**src/rtl/al_arbiter_2to1.sv**
```systemverilog
// rtl/al_arbiter_2to1.sv - two-master round-robin AL arbiter with read-response timeout
//
// Purpose:
//   Serializes single-beat AL transactions from two masters onto one AL slave
//   port. Master 0 is the PCIe completer bridge, master 1 a local on-chip
//   master. A read that gets no slave response within TIMEOUT cycles is
//   completed towards the master with TIMEOUT_DATA, so host MMIO reads cannot
//   hang on a dead slave.
//
// Ports:
//   user_clk, user_reset      clock, synchronous active-high reset
//   sN_al_waddr/wdata/wvalid  write channel from master N (in), sN_al_wready (out)
//   sN_al_araddr/arvalid      read-address channel from master N (in), sN_al_arready (out)
//   sN_al_rdata/rvalid        read-data channel to master N (out), sN_al_rready (in)
//   m_al_waddr/wdata/wvalid   write channel to the slave (out), m_al_wready (in)
//   m_al_araddr/arvalid       read-address channel to the slave (out), m_al_arready (in)
//   m_al_rdata/rvalid         read-data channel from the slave (in), m_al_rready (out)
//   grant_id                  master currently or last granted
//   busy                      arbiter is not idle
//   timeout_flag              sticky: a read timeout has occurred since reset

module al_arbiter_2to1 #(
    parameter int unsigned ADDR_WIDTH   = 32,
    parameter int unsigned TIMEOUT      = 1024,
    parameter logic [31:0] TIMEOUT_DATA = 32'hFFFF_FFFF
) (
    input  logic                  user_clk,
    input  logic                  user_reset,

    input  logic [ADDR_WIDTH-1:2] s0_al_waddr,
    input  logic [31:0]           s0_al_wdata,
    input  logic                  s0_al_wvalid,
    output logic                  s0_al_wready,
    input  logic [ADDR_WIDTH-1:2] s0_al_araddr,
    input  logic                  s0_al_arvalid,
    output logic                  s0_al_arready,
    output logic [31:0]           s0_al_rdata,
    output logic                  s0_al_rvalid,
    input  logic                  s0_al_rready,

    input  logic [ADDR_WIDTH-1:2] s1_al_waddr,
    input  logic [31:0]           s1_al_wdata,
    input  logic                  s1_al_wvalid,
    output logic                  s1_al_wready,
    input  logic [ADDR_WIDTH-1:2] s1_al_araddr,
    input  logic                  s1_al_arvalid,
    output logic                  s1_al_arready,
    output logic [31:0]           s1_al_rdata,
    output logic                  s1_al_rvalid,
    input  logic                  s1_al_rready,

    output logic [ADDR_WIDTH-1:2] m_al_waddr,
    output logic [31:0]           m_al_wdata,
    output logic                  m_al_wvalid,
    input  logic                  m_al_wready,
    output logic [ADDR_WIDTH-1:2] m_al_araddr,
    output logic                  m_al_arvalid,
    input  logic                  m_al_arready,
    input  logic [31:0]           m_al_rdata,
    input  logic                  m_al_rvalid,
    output logic                  m_al_rready,

    output logic                  grant_id,
    output logic                  busy,
    output logic                  timeout_flag
);

    // Counter only needs to reach TIMEOUT-1; it saturates there.
    localparam int unsigned     CNT_W    = (TIMEOUT > 1) ? $clog2(TIMEOUT) : 1;
    localparam logic [CNT_W-1:0] CNT_LAST = (TIMEOUT > 0) ? CNT_W'(TIMEOUT - 1) : '0;

    typedef enum logic [2:0] {
        ST_IDLE,
        ST_WR,
        ST_RD_ADDR,
        ST_RD_DATA,
        ST_RD_ERR
    } state_t;

    state_t           state_q, state_d;
    logic             grant_q, grant_d;
    logic             rr_ptr_q, rr_ptr_d;
    logic             stale_q, stale_d;
    logic             timeout_flag_q, timeout_flag_d;
    logic [CNT_W-1:0] cnt_q, cnt_d;

    // Requests: a read is not eligible while a timed-out response is still
    // outstanding on the slave, otherwise the late data would be delivered
    // to the wrong transaction.
    logic req0, req1, pick, pick_wvalid;

    // Payload/handshake of the currently granted master.
    logic                  sel_wvalid, sel_arvalid, sel_rready;
    logic [ADDR_WIDTH-1:2] sel_waddr, sel_araddr;
    logic [31:0]           sel_wdata;

    logic timeout_hit;

    assign req0 = s0_al_wvalid | (s0_al_arvalid & ~stale_q);
    assign req1 = s1_al_wvalid | (s1_al_arvalid & ~stale_q);

    // Contention is settled by rr_ptr; otherwise the lone requester wins.
    assign pick        = (req0 & req1) ? rr_ptr_q : req1;
    assign pick_wvalid = pick ? s1_al_wvalid : s0_al_wvalid;

    assign sel_wvalid  = grant_q ? s1_al_wvalid  : s0_al_wvalid;
    assign sel_waddr   = grant_q ? s1_al_waddr   : s0_al_waddr;
    assign sel_wdata   = grant_q ? s1_al_wdata   : s0_al_wdata;
    assign sel_arvalid = grant_q ? s1_al_arvalid : s0_al_arvalid;
    assign sel_araddr  = grant_q ? s1_al_araddr  : s0_al_araddr;
    assign sel_rready  = grant_q ? s1_al_rready  : s0_al_rready;

    // A slave rvalid in the expiry cycle takes the normal path.
    assign timeout_hit = (TIMEOUT != 0) && (cnt_q == CNT_LAST) && !m_al_rvalid;

    always_ff @(posedge user_clk) begin
        if (user_reset) begin
            state_q        <= ST_IDLE;
            grant_q        <= 1'b0;
            rr_ptr_q       <= 1'b0;
            stale_q        <= 1'b0;
            timeout_flag_q <= 1'b0;
            cnt_q          <= '0;
        end else begin
            state_q        <= state_d;
            grant_q        <= grant_d;
            rr_ptr_q       <= rr_ptr_d;
            stale_q        <= stale_d;
            timeout_flag_q <= timeout_flag_d;
            cnt_q          <= cnt_d;
        end
    end

    always_comb begin
        state_d        = state_q;
        grant_d        = grant_q;
        rr_ptr_d       = rr_ptr_q;
        stale_d        = stale_q;
        timeout_flag_d = timeout_flag_q;
        cnt_d          = cnt_q;

        case (state_q)
            ST_IDLE: begin
                if (req0 | req1) begin
                    grant_d  = pick;
                    rr_ptr_d = ~pick;
                    // A master presenting both channels gets its write first.
                    state_d  = pick_wvalid ? ST_WR : ST_RD_ADDR;
                end
            end
            ST_WR: begin
                if (sel_wvalid && m_al_wready) begin
                    state_d = ST_IDLE;
                end
            end
            ST_RD_ADDR: begin
                if (sel_arvalid && m_al_arready) begin
                    state_d = ST_RD_DATA;
                    cnt_d   = '0;
                end
            end
            ST_RD_DATA: begin
                if (m_al_rvalid && sel_rready) begin
                    state_d = ST_IDLE;
                end else if (timeout_hit) begin
                    state_d        = ST_RD_ERR;
                    stale_d        = 1'b1;
                    timeout_flag_d = 1'b1;
                end else if (cnt_q != CNT_LAST) begin
                    cnt_d = cnt_q + CNT_W'(1);
                end
            end
            ST_RD_ERR: begin
                if (sel_rready) begin
                    state_d = ST_IDLE;
                end
            end
            default: begin
                state_d = ST_IDLE;
            end
        endcase

        // The late response of a timed-out read is swallowed here; stale can
        // never be set while in RD_DATA, so this cannot race the set above.
        if (stale_q && (state_q != ST_RD_DATA) && m_al_rvalid) begin
            stale_d = 1'b0;
        end
    end

    always_comb begin
        m_al_waddr    = '0;
        m_al_wdata    = '0;
        m_al_wvalid   = 1'b0;
        m_al_araddr   = '0;
        m_al_arvalid  = 1'b0;
        m_al_rready   = 1'b0;
        s0_al_wready  = 1'b0;
        s0_al_arready = 1'b0;
        s0_al_rdata   = '0;
        s0_al_rvalid  = 1'b0;
        s1_al_wready  = 1'b0;
        s1_al_arready = 1'b0;
        s1_al_rdata   = '0;
        s1_al_rvalid  = 1'b0;

        case (state_q)
            ST_WR: begin
                m_al_waddr  = sel_waddr;
                m_al_wdata  = sel_wdata;
                m_al_wvalid = sel_wvalid;
                if (grant_q) s1_al_wready = m_al_wready;
                else         s0_al_wready = m_al_wready;
            end
            ST_RD_ADDR: begin
                m_al_araddr  = sel_araddr;
                m_al_arvalid = sel_arvalid;
                if (grant_q) s1_al_arready = m_al_arready;
                else         s0_al_arready = m_al_arready;
            end
            ST_RD_DATA: begin
                m_al_rready = sel_rready;
                if (grant_q) begin
                    s1_al_rdata  = m_al_rdata;
                    s1_al_rvalid = m_al_rvalid;
                end else begin
                    s0_al_rdata  = m_al_rdata;
                    s0_al_rvalid = m_al_rvalid;
                end
            end
            ST_RD_ERR: begin
                if (grant_q) begin
                    s1_al_rdata  = TIMEOUT_DATA;
                    s1_al_rvalid = 1'b1;
                end else begin
                    s0_al_rdata  = TIMEOUT_DATA;
                    s0_al_rvalid = 1'b1;
                end
            end
            default: begin
            end
        endcase

        // Outside RD_DATA the slave read channel belongs to the drain logic.
        if (stale_q && (state_q != ST_RD_DATA)) begin
            m_al_rready = 1'b1;
        end
    end

    assign grant_id     = grant_q;
    assign busy         = (state_q != ST_IDLE);
    assign timeout_flag = timeout_flag_q;

endmodule

```
**config.mk**
```make
export PLATFORM = sky130hd
export DESIGN_NAME = al_arbiter_2to1
export DESIGN_NICKNAME = d
export VERILOG_FILES = /design/src/rtl/al_arbiter_2to1.sv
export SDC_FILE = /design/constraint.sdc
export NUM_CORES = 1
export LEC_CHECK = 0
export ABC_AREA = 1
export BUFFER_PORTS_ARGS = -buffer_cell sky130_fd_sc_hd__buf_2
export CAP_MARGIN = 10
export CORE_AREA = 2 2 153 155
export DETAILED_ROUTE_END_ITERATION = 8
export DIE_AREA = 0 0 155 157
export MAX_ROUTING_LAYER = met4
export PLACE_DENSITY_LB_ADDON = 0.05
export SYNTH_ARGS = -nofsm -noshare
export SYNTH_HDL_FRONTEND = slang
export SYNTH_SLANG_ARGS = --single-unit
```
**constraint.sdc**
```tcl
create_clock -name user_clk -period 2.5 [get_ports user_clk]
set_clock_uncertainty 0.2 [all_clocks]
set_input_delay 0.125 -clock user_clk [delete_from_list [all_inputs] [get_ports user_clk]]
set_output_delay 0.125 -clock user_clk [all_outputs]
set_load 0.02 [all_outputs]
```
## Word-level counts from Yosys, hierarchy flattened

Cells that the tools add are included.

- Equal/unequal tests: 15
- Add/sub/neg operators: 1
- Order comparisons: 0
- Bitwise logic cells: 9
- Divide/modulo/power cells: 0
- Shift operators: 0
- Multipliers: 0
- Reductions and logical operators: 15
- Mux-type cells: 48

Operators with widths:

| operator | count |
|---|---|
| two-way mux 32 bit | 6 |
| case mux 32 bit (2 select lines) | 2 |
| two-way mux 30 bit | 4 |
| two-way mux 10 bit | 4 |
| two-way mux 1 bit | 21 |
| case mux 10 bit (2 select lines) | 1 |
| two-way mux 3 bit | 6 |
| case mux 3 bit (5 select lines) | 1 |
| != test 2 bit, second input constant | 7 |
| adder 10 x 1 -> 10 bit, second input constant | 1 |
| == test 10 bit, second input constant | 1 |
| != test 10 bit, second input constant | 1 |
| AND reduction 5 bit | 2 |
| == test 3 x 2 -> 1 bit, second input constant | 2 |
| logical AND 1 bit | 6 |
| case mux 1 bit (2 select lines) | 2 |
| AND 1 bit | 3 |
| == test 3 x 1 -> 1 bit, second input constant | 1 |
| == test 3 bit, second input constant | 1 |
| zero test 3 bit | 1 |
| != test 3 x 2 -> 1 bit, second input constant | 1 |
| != test 3 bit, second input constant | 1 |
| NOT 1 bit | 3 |
| OR 1 bit | 3 |
| other kinds (7) | 7 |

- Memories: 0
- RAM bits: 0
- Register bits: 17
- Bits of input ports: 227
- Latch bits: 0
- Bits in read-only memories: 0
- Output and inout port bits: 168
- Logic and storage cells: 94

## Depth between registers and ports, before layout

Gate-level depths: netlist of the first run.

- Depth after elaboration: 9
- Depth in mapped cells: 12

## Least setup slack after synthesis of the first run

Ideal clock, no wire load.

- Path type: register -> output
- Start point: reg grant_q (netlist: grant_id)
- End point: out s1_al_rdata[0]
- Data required time: 2,175 ps
- Setup slack: 510 ps
- Cell stages (with the launch flop): 6
- Arrival: 1,665 ps
- Path through: dfxtp_1 -> buf_2 -> inv_1 -> clkbuf_1 -> clkbuf_1 -> o31ai_1

- Word-level cells in the longest chain between the ends: 2
- Elaborated cells on any way between the ends: 3
- Classes of those cells: 3 x mux

Ends and longest elaborated chain:

| what | line | RTL |
|---|---|---|
| start: declaration | 81 | `logic grant_q, grant_d;` |
| start signal: assignment | 126 | `grant_q <= grant_d;` |
| two-way mux 32 bit (on tied branches) | 231, 222 |  |
| case mux 32 bit (2 select lines) * | 206 | `case (state_q)` |
| end: declaration | 48 | `output logic [31:0] s1_al_rdata,` |

Mark *: on every way between the ends. The rest lies on a longest branch, timed or not.

## Worst setup path in the final report of the first run

- Start point: reg grant_q (netlist: grant_id)
- End point: out m_al_wdata[25]

- Word-level cells in the longest chain between the ends: 2

Ends and longest elaborated chain:

| what | line | RTL |
|---|---|---|
| two-way mux 32 bit | 108 | `assign sel_wdata = grant_q ? s1_al_wdata : s0_al_wdata;` |
| two-way mux 32 bit | 206 |  |
| end: declaration | 53 | `output logic [31:0] m_al_wdata,` |

No other way between the ends.

==> summary.md, run 1 <==
| Metric | Value |
|---|---|
| Crit Path Class | register to primary output |
| Crit path cell chain | buf_12 > nand2_1 > a21oi_1 > buf_2 |
| Clock buffer depth | 2 |
| Clock root cell | clkbuf_16 |
| # nets final | 1210 |
| Post-cts repair resize count | 0 |
| Mapped Cells | 624 |
| Required @ worst endpoint | 2170 ps |
| Crit path time final | 2290 ps |
| Via count | 5468 |
| Pins over their slew limit | 0 |
| Die area | 0.0243 mm² |
| First-pass GRT wire length | 32600 µm |
| Leak | 3.29 nW |
| Largest net degree at the start of global routing | 102 |
| Reg clk slew, reported paths | 60 ps |
| CTS H-Tree Depth | 1 |
| Tot Pwr | 3.93 mW |
| Max Cap Viol | 0 |
| Post-route ant nets | 0 |
| Warnings, synthesis | 0 |
| RSZ-0062 raised after global routing | no |
| Chip width | 155 µm |
| # IOs | 395 |
| CTS tree | yes |
| Startpoint types | register |
| Sequential element share of the synthesized area | 0.108 |
| Routed WL per cell | 18.9 µm |
| CTS sink count | 17 |
| Core footprint | 0.0225 mm² |
| # DRC | 0 |
| Slew @ Worst Pin | 570 ps |
| PortBufs | 394 |
| 1st-pass router iterations | 5 |
| Min-Delay Path Class | input port to register |
| Synthesized flop and latch total | 17 |
| Initial Util | 0.140 |
| Commonest non-fill, non-tap cells in the layout | buf_2, nand2_1, a21oi_1 |
| GRT Residual Overflow | 0 |
| Final hold violations | 0 |
| Initial antenna violation count | 16 |
| Initial DRC count | 439 |
| Fin cells | 1282 |
| Crit-path slowest cell | dfxtp_4 |
| HPWL Detailed | 19700 µm |
| CP Capture Type | primary output |
| Post-Place Cells | 1261 |
| Final Cycle Share | 0.917 |
| Worst-path maximum fanout | 86 |
| Share of layout cells above drive strength 1 | 0.433 |
| Clk_lat worst skew | 250 ps |
| Setup Viol. Count Final | 0 |
| Most common cell after layout, fill and taps aside | buf_2 |
| Hold_ws | 42.4 ps |
| Via density | 4.27 |
| Peak VDD IR | 0.000349 V |
| GRT Util Overall | 0.184 |
| Fmax achieved | 0.436 GHz |
| Rel. slew slack | 0.620 |
| Vias in the first global route | 4924 |
| Buffers & Inverters on Critical Path | 2 |
| CP peak stage delay | 620 ps |
| Syn_nets | 852 |
| Mapped Area | 0.00315 mm² |
| Final wirelength | 24200 µm |
| Area Overhead vs Synth | 76.2% |
| Largest delay share family, worst path | flip-flops |
| Inserted Clock Buffers | 3 |
| Worst EP arrival | 1970 ps |
| Netlist cell types | 25 |
| Row count | 55 |
| GP Congestion | 0.840 |
| Die Ht | 157 µm |
| Power Density | 710 mW/mm² |
| Final TNS setup | 0 ps |
| Mean Syn Cell Area | 5.04 µm² |
| Outcome | finished clean |
| Post-layout util | 0.246 |
## registers in the layout, indices dropped and copies added, names as in the netlist
register	cells
cnt_q	10
state_q	3
grant_id	1
rr_ptr_q	1
stale_q	1
timeout_flag	1
## final cells by class
cell class                 instances  area, µm²
clock buffer                       4       78.8
multi-input combinational        490       2350
sequential                        17        344
tap                              285        357
fill                            2680      17000
antenna                           16       40.0
inverter                          63        239
timing repair buffer             407       2130
## path summary, 6_finish.rpt
check                    to          from  cells after the start  slack, ps
max          m_al_wdata[25]      grant_id                      4        210
max reg2reg        cnt_q[9]      grant_id                      9        660
min reg2reg    timeout_flag  timeout_flag                      2        250
min              state_q[2]  s0_al_rready                      4         40
## tightest hold or removal path: stages
cell and delay [ps]:
buf_2 80, o21ai_1 80, nand2_1 90, a21oi_1 60
## logic make-up (layout without fill, tap and decap cells)
group                    Yosys count  after routing  synth area share
flip-flops                        17             17             0.108
other                              0             16                 0
buffers and inverters            117            474             0.145
AND/OR/NAND/NOR                  307            307             0.398
adder cells (fa/ha/maj)            1              1           0.00398
XOR/XNOR                           1              1           0.00278
AO/OA/AOI/OAI                    181            181             0.342
## Yosys cell counts
cell,instances,area share
a21oi_1,106,0.17
a22oi_1,2,0.0048
buf_1,14,0.017
buf_2,8,0.013
buf_6,1,0.0036
clkbuf_1,31,0.037
clkinv_1,2,0.0024
dfxtp_1,17,0.11
ha_1,1,0.0040
inv_1,58,0.069
inv_2,3,0.0036
nand2_1,247,0.29
nand2_2,3,0.0060
nand2_4,2,0.0072
nand3_1,16,0.025
nand3b_1,2,0.0048
nand4_4,1,0.0068
nor2_1,27,0.032
nor2_2,1,0.0020
nor2_4,3,0.011
nor3_1,5,0.0080
o21ai_0,6,0.0095
o21ai_1,1,0.0016
o31ai_1,66,0.16
xor2_1,1,0.0028
## per-stage QoR
stage | worst slack (ps) | cell area, µm²
after floorplan | 510 | 3150
after global placement | 424 | 5410
after detailed placement | 466 | 5410
after CTS | 188 | 5500
after global routing | 61.7 | 5540
final | 208 | 5540
## metal layers
layer | track usage | share of wire | vias up | wire length, µm
li1 | - | - | 2786 | -
met1 | 0.226 | 0.42 | 2427 | 10200
met2 | 0.302 | 0.47 | 243 | 11400
met3 | 0.0636 | 0.098 | 12 | 2360
met4 | 0.0194 | 0.0087 | 0 | 211
met5 | - | 0 | - | 0
## what timing repair did
item / CTS / global route
buffers inserted: 0 / 0
hold buffers: 1 / 0
hold endpoints to repair: 2 / 0
## report_power, final
group          internal, mW  total (mW)  switching, mW
clock network         0.217       0.330          0.113
logic                 0.932        3.18           2.25
registers             0.318       0.420          0.102
total                  1.47        3.93           2.47
No activity file was read; power rests on OpenSTA's default activity.
==> inputs of run 2 (changes only) <==
- REMOVE_ABC_BUFFERS: unset -> 1
==> summary.md, run 2 (synthesis results as in run 1) <==
| Metric | Value |
|---|---|
| Share of layout cells above drive strength 1 | 0.433 (about the same) |
| Initial Util | 0.140 (unchanged) |
| CP Capture Type | primary output |
| Startpoint types | register |
| Sequential Power Share | 0.103 (-0.004) |
| First-pass GRT wire length | 33500 µm (+2.6%) |
| Hold depth | 4 (unchanged) |
| Final wirelength | 23600 µm (-2.5%) |
| Power share of the combinational group | 0.811 (+0.002) |
| Cell area after layout | 0.00552 mm² (-0.38%) |
| Clock root cell | clkbuf_16 |
| HPWL Detailed | 19400 µm (-1.7%) |
| RSZ-0062 raised after global routing | no |
| Slew @ Worst Pin | 757 ps (+187 ps) |
| GP Congestion | 0.891 (+6.0%) |
| Final TNS setup | 0 ps (unchanged) |
| Chip width | 155 µm (unchanged) |
| Final Cycle Share | 0.902 (-0.0148) |
| R2R cell count | 6 (-3) |
| Post-placement worst setup slack | 496 ps (+30.5 ps) |
| # DRC | 0 (unchanged) |
| Fin cells | 1277 (-0.39%) |
| Die Ht | 157 µm (unchanged) |
| Tot Pwr | 3.86 mW (-1.9%) |
| CTS tree | yes |
| Largest register FFs | 10 (unchanged) |
| Most flops, register | cnt_q |
| Power Density | 699 mW/mm² (-1.5%) |
| Hold_ws | 48.2 ps (+5.82 ps) |
| Rel. slew slack | 0.495 (-0.125) |
| PortBufs | 394 (unchanged) |
| Setup Viol. Count Final | 0 (unchanged) |
| Pins over their slew limit | 0 (unchanged) |
| Via count | 5430 (-0.69%) |
| # IOs | 395 (unchanged) |
| Required @ worst endpoint | 2170 ps (about the same) |
| Placed Instance Area | 0.00540 mm² (-0.28%) |
| Initial DRC count | 240 (-45%) |
| Vias in the first global route | 5358 (+8.8%) |
| Commonest non-fill, non-tap cells in the layout | buf_2, nand2_1, a21oi_1 |
| Row count | 55 (unchanged) |
| CTS sink count | 17 (unchanged) |
| Crit path time final | 2260 ps (-37.1 ps) |
| Via density | 4.25 (-0.31%) |
| Outcome | finished clean |
| Post-layout worst setup margin | 245 ps (+37.1 ps) |
| Total internal power | 1.45 mW (-1.4%) |
| Crit Path Class | register to primary output |
| Die area | 0.0243 mm² (unchanged) |
| Post-route ant nets | 0 (unchanged) |
| Post-Place Cells | 1259 (-0.16%) |
| Core footprint | 0.0225 mm² (unchanged) |
| Post-layout util | 0.245 (-0.000945) |
| CTS H-Tree Depth | 1 (unchanged) |
| Area Overhead vs Synth | 75.5% |
| GRT Util Overall | 0.187 (+0.00271) |
| GRT Residual Overflow | 0 (unchanged) |
| # nets final | 1208 (-0.17%) |
| Worst EP arrival | 1930 ps (-40 ps) |
| Inserted Clock Buffers | 3 (unchanged) |
| Largest net degree at the start of global routing | 74 (-27%) |
| Leak | 3.29 nW (-0.19%) |
| 1st-pass router iterations | 4 (-1) |
| Final hold violations | 0 (unchanged) |
| Worst-path maximum fanout | 35 (-59%) |
| Reg clk slew, reported paths | 60 ps (about the same) |
| Clk_lat worst skew | 250 ps (about the same) |
| Routed WL per cell | 18.5 µm (-2.1%) |
| Clock share of power | 0.086 (+0.002) |
| Most common cell after layout, fill and taps aside | buf_2 |
| Min-Delay Path Class | input port to register |
| Net Sw Frac | 0.625 (-0.00196) |
| Clock buffer depth | 2 (unchanged) |
| Initial antenna violation count | 10 (-6) |
| Fmax achieved | 0.443 GHz (+1.6%) |
| Peak VDD IR | 0.000241 V (-31%) |
| Reported net switching power | 2.41 mW (-2.2%) |
| Biggest regs | cnt_q (10), state_q (3) |
| Max Cap Viol | 0 (unchanged) |
## run 2: cell count changes in the layout (fill, tap and decap cells not counted)
cell / before / now
diode_2: 16 / 13
buf_4: 7 / 5
clkbuf_1: 1 / 0
clkinv_2: 0 / 1
## run 2: worst max-delay path, cell delays in order (launching register included)
cell     delay (ps)
dfxtp_1         330
inv_1           100
nor3_1          250
inv_2           350
buf_12          290
a21oi_1         150
buf_2           190
## run 2: cell type report
cell class                 count  area (µm²)
antenna                       13        32.5
multi-input combinational    490        2350
clock buffer                   3        75.1
fill                        2730       17000
tap                          285         357
sequential                    17         344
inverter                      63         239
timing repair buffer         405        2120
clock inverter                 1        5.00
## run 2: worst paths after layout
| kind | start | endpoint | slack, ps |
|---|---|---|---|
| hold / removal | s0_al_rready | state_q[2] | 50 |
| hold reg to reg | timeout_flag | timeout_flag | 250 |
| setup / recovery | state_q[0] | m_al_wdata[28] | 240 |
| setup reg to reg | grant_id | cnt_q[0] | 580 |
## run 2: per-layer routing
layer | global-route usage | up-vias | wire length, µm
li1 | - | 2769 | -
met5 | - | - | 0
met3 | 0.0498 | 28 | 2140
met4 | 0.0494 | 0 | 513
met1 | 0.225 | 2388 | 9710
met2 | 0.310 | 245 | 11200
## run 2: power groups by stage
stage          Sequential (mW)  Combinational (mW)  Clock [mW]
5_1_grt                  0.411                3.47       0.362
6_report                 0.399                3.13       0.331
3_3_place_gp             0.412                3.23           0
2_1_floorplan            0.502                1.81           0
4_1_cts                  0.406                3.18       0.342
3_5_place_dp             0.412                3.17           0
## run 2: timing repair
action / 4_1_cts / 5_1_grt
hold buffers: 1 / 0
setup buffers: 0 / 0
gates resized for setup: 0 / 0
hold endpoints to repair: 7 / 0
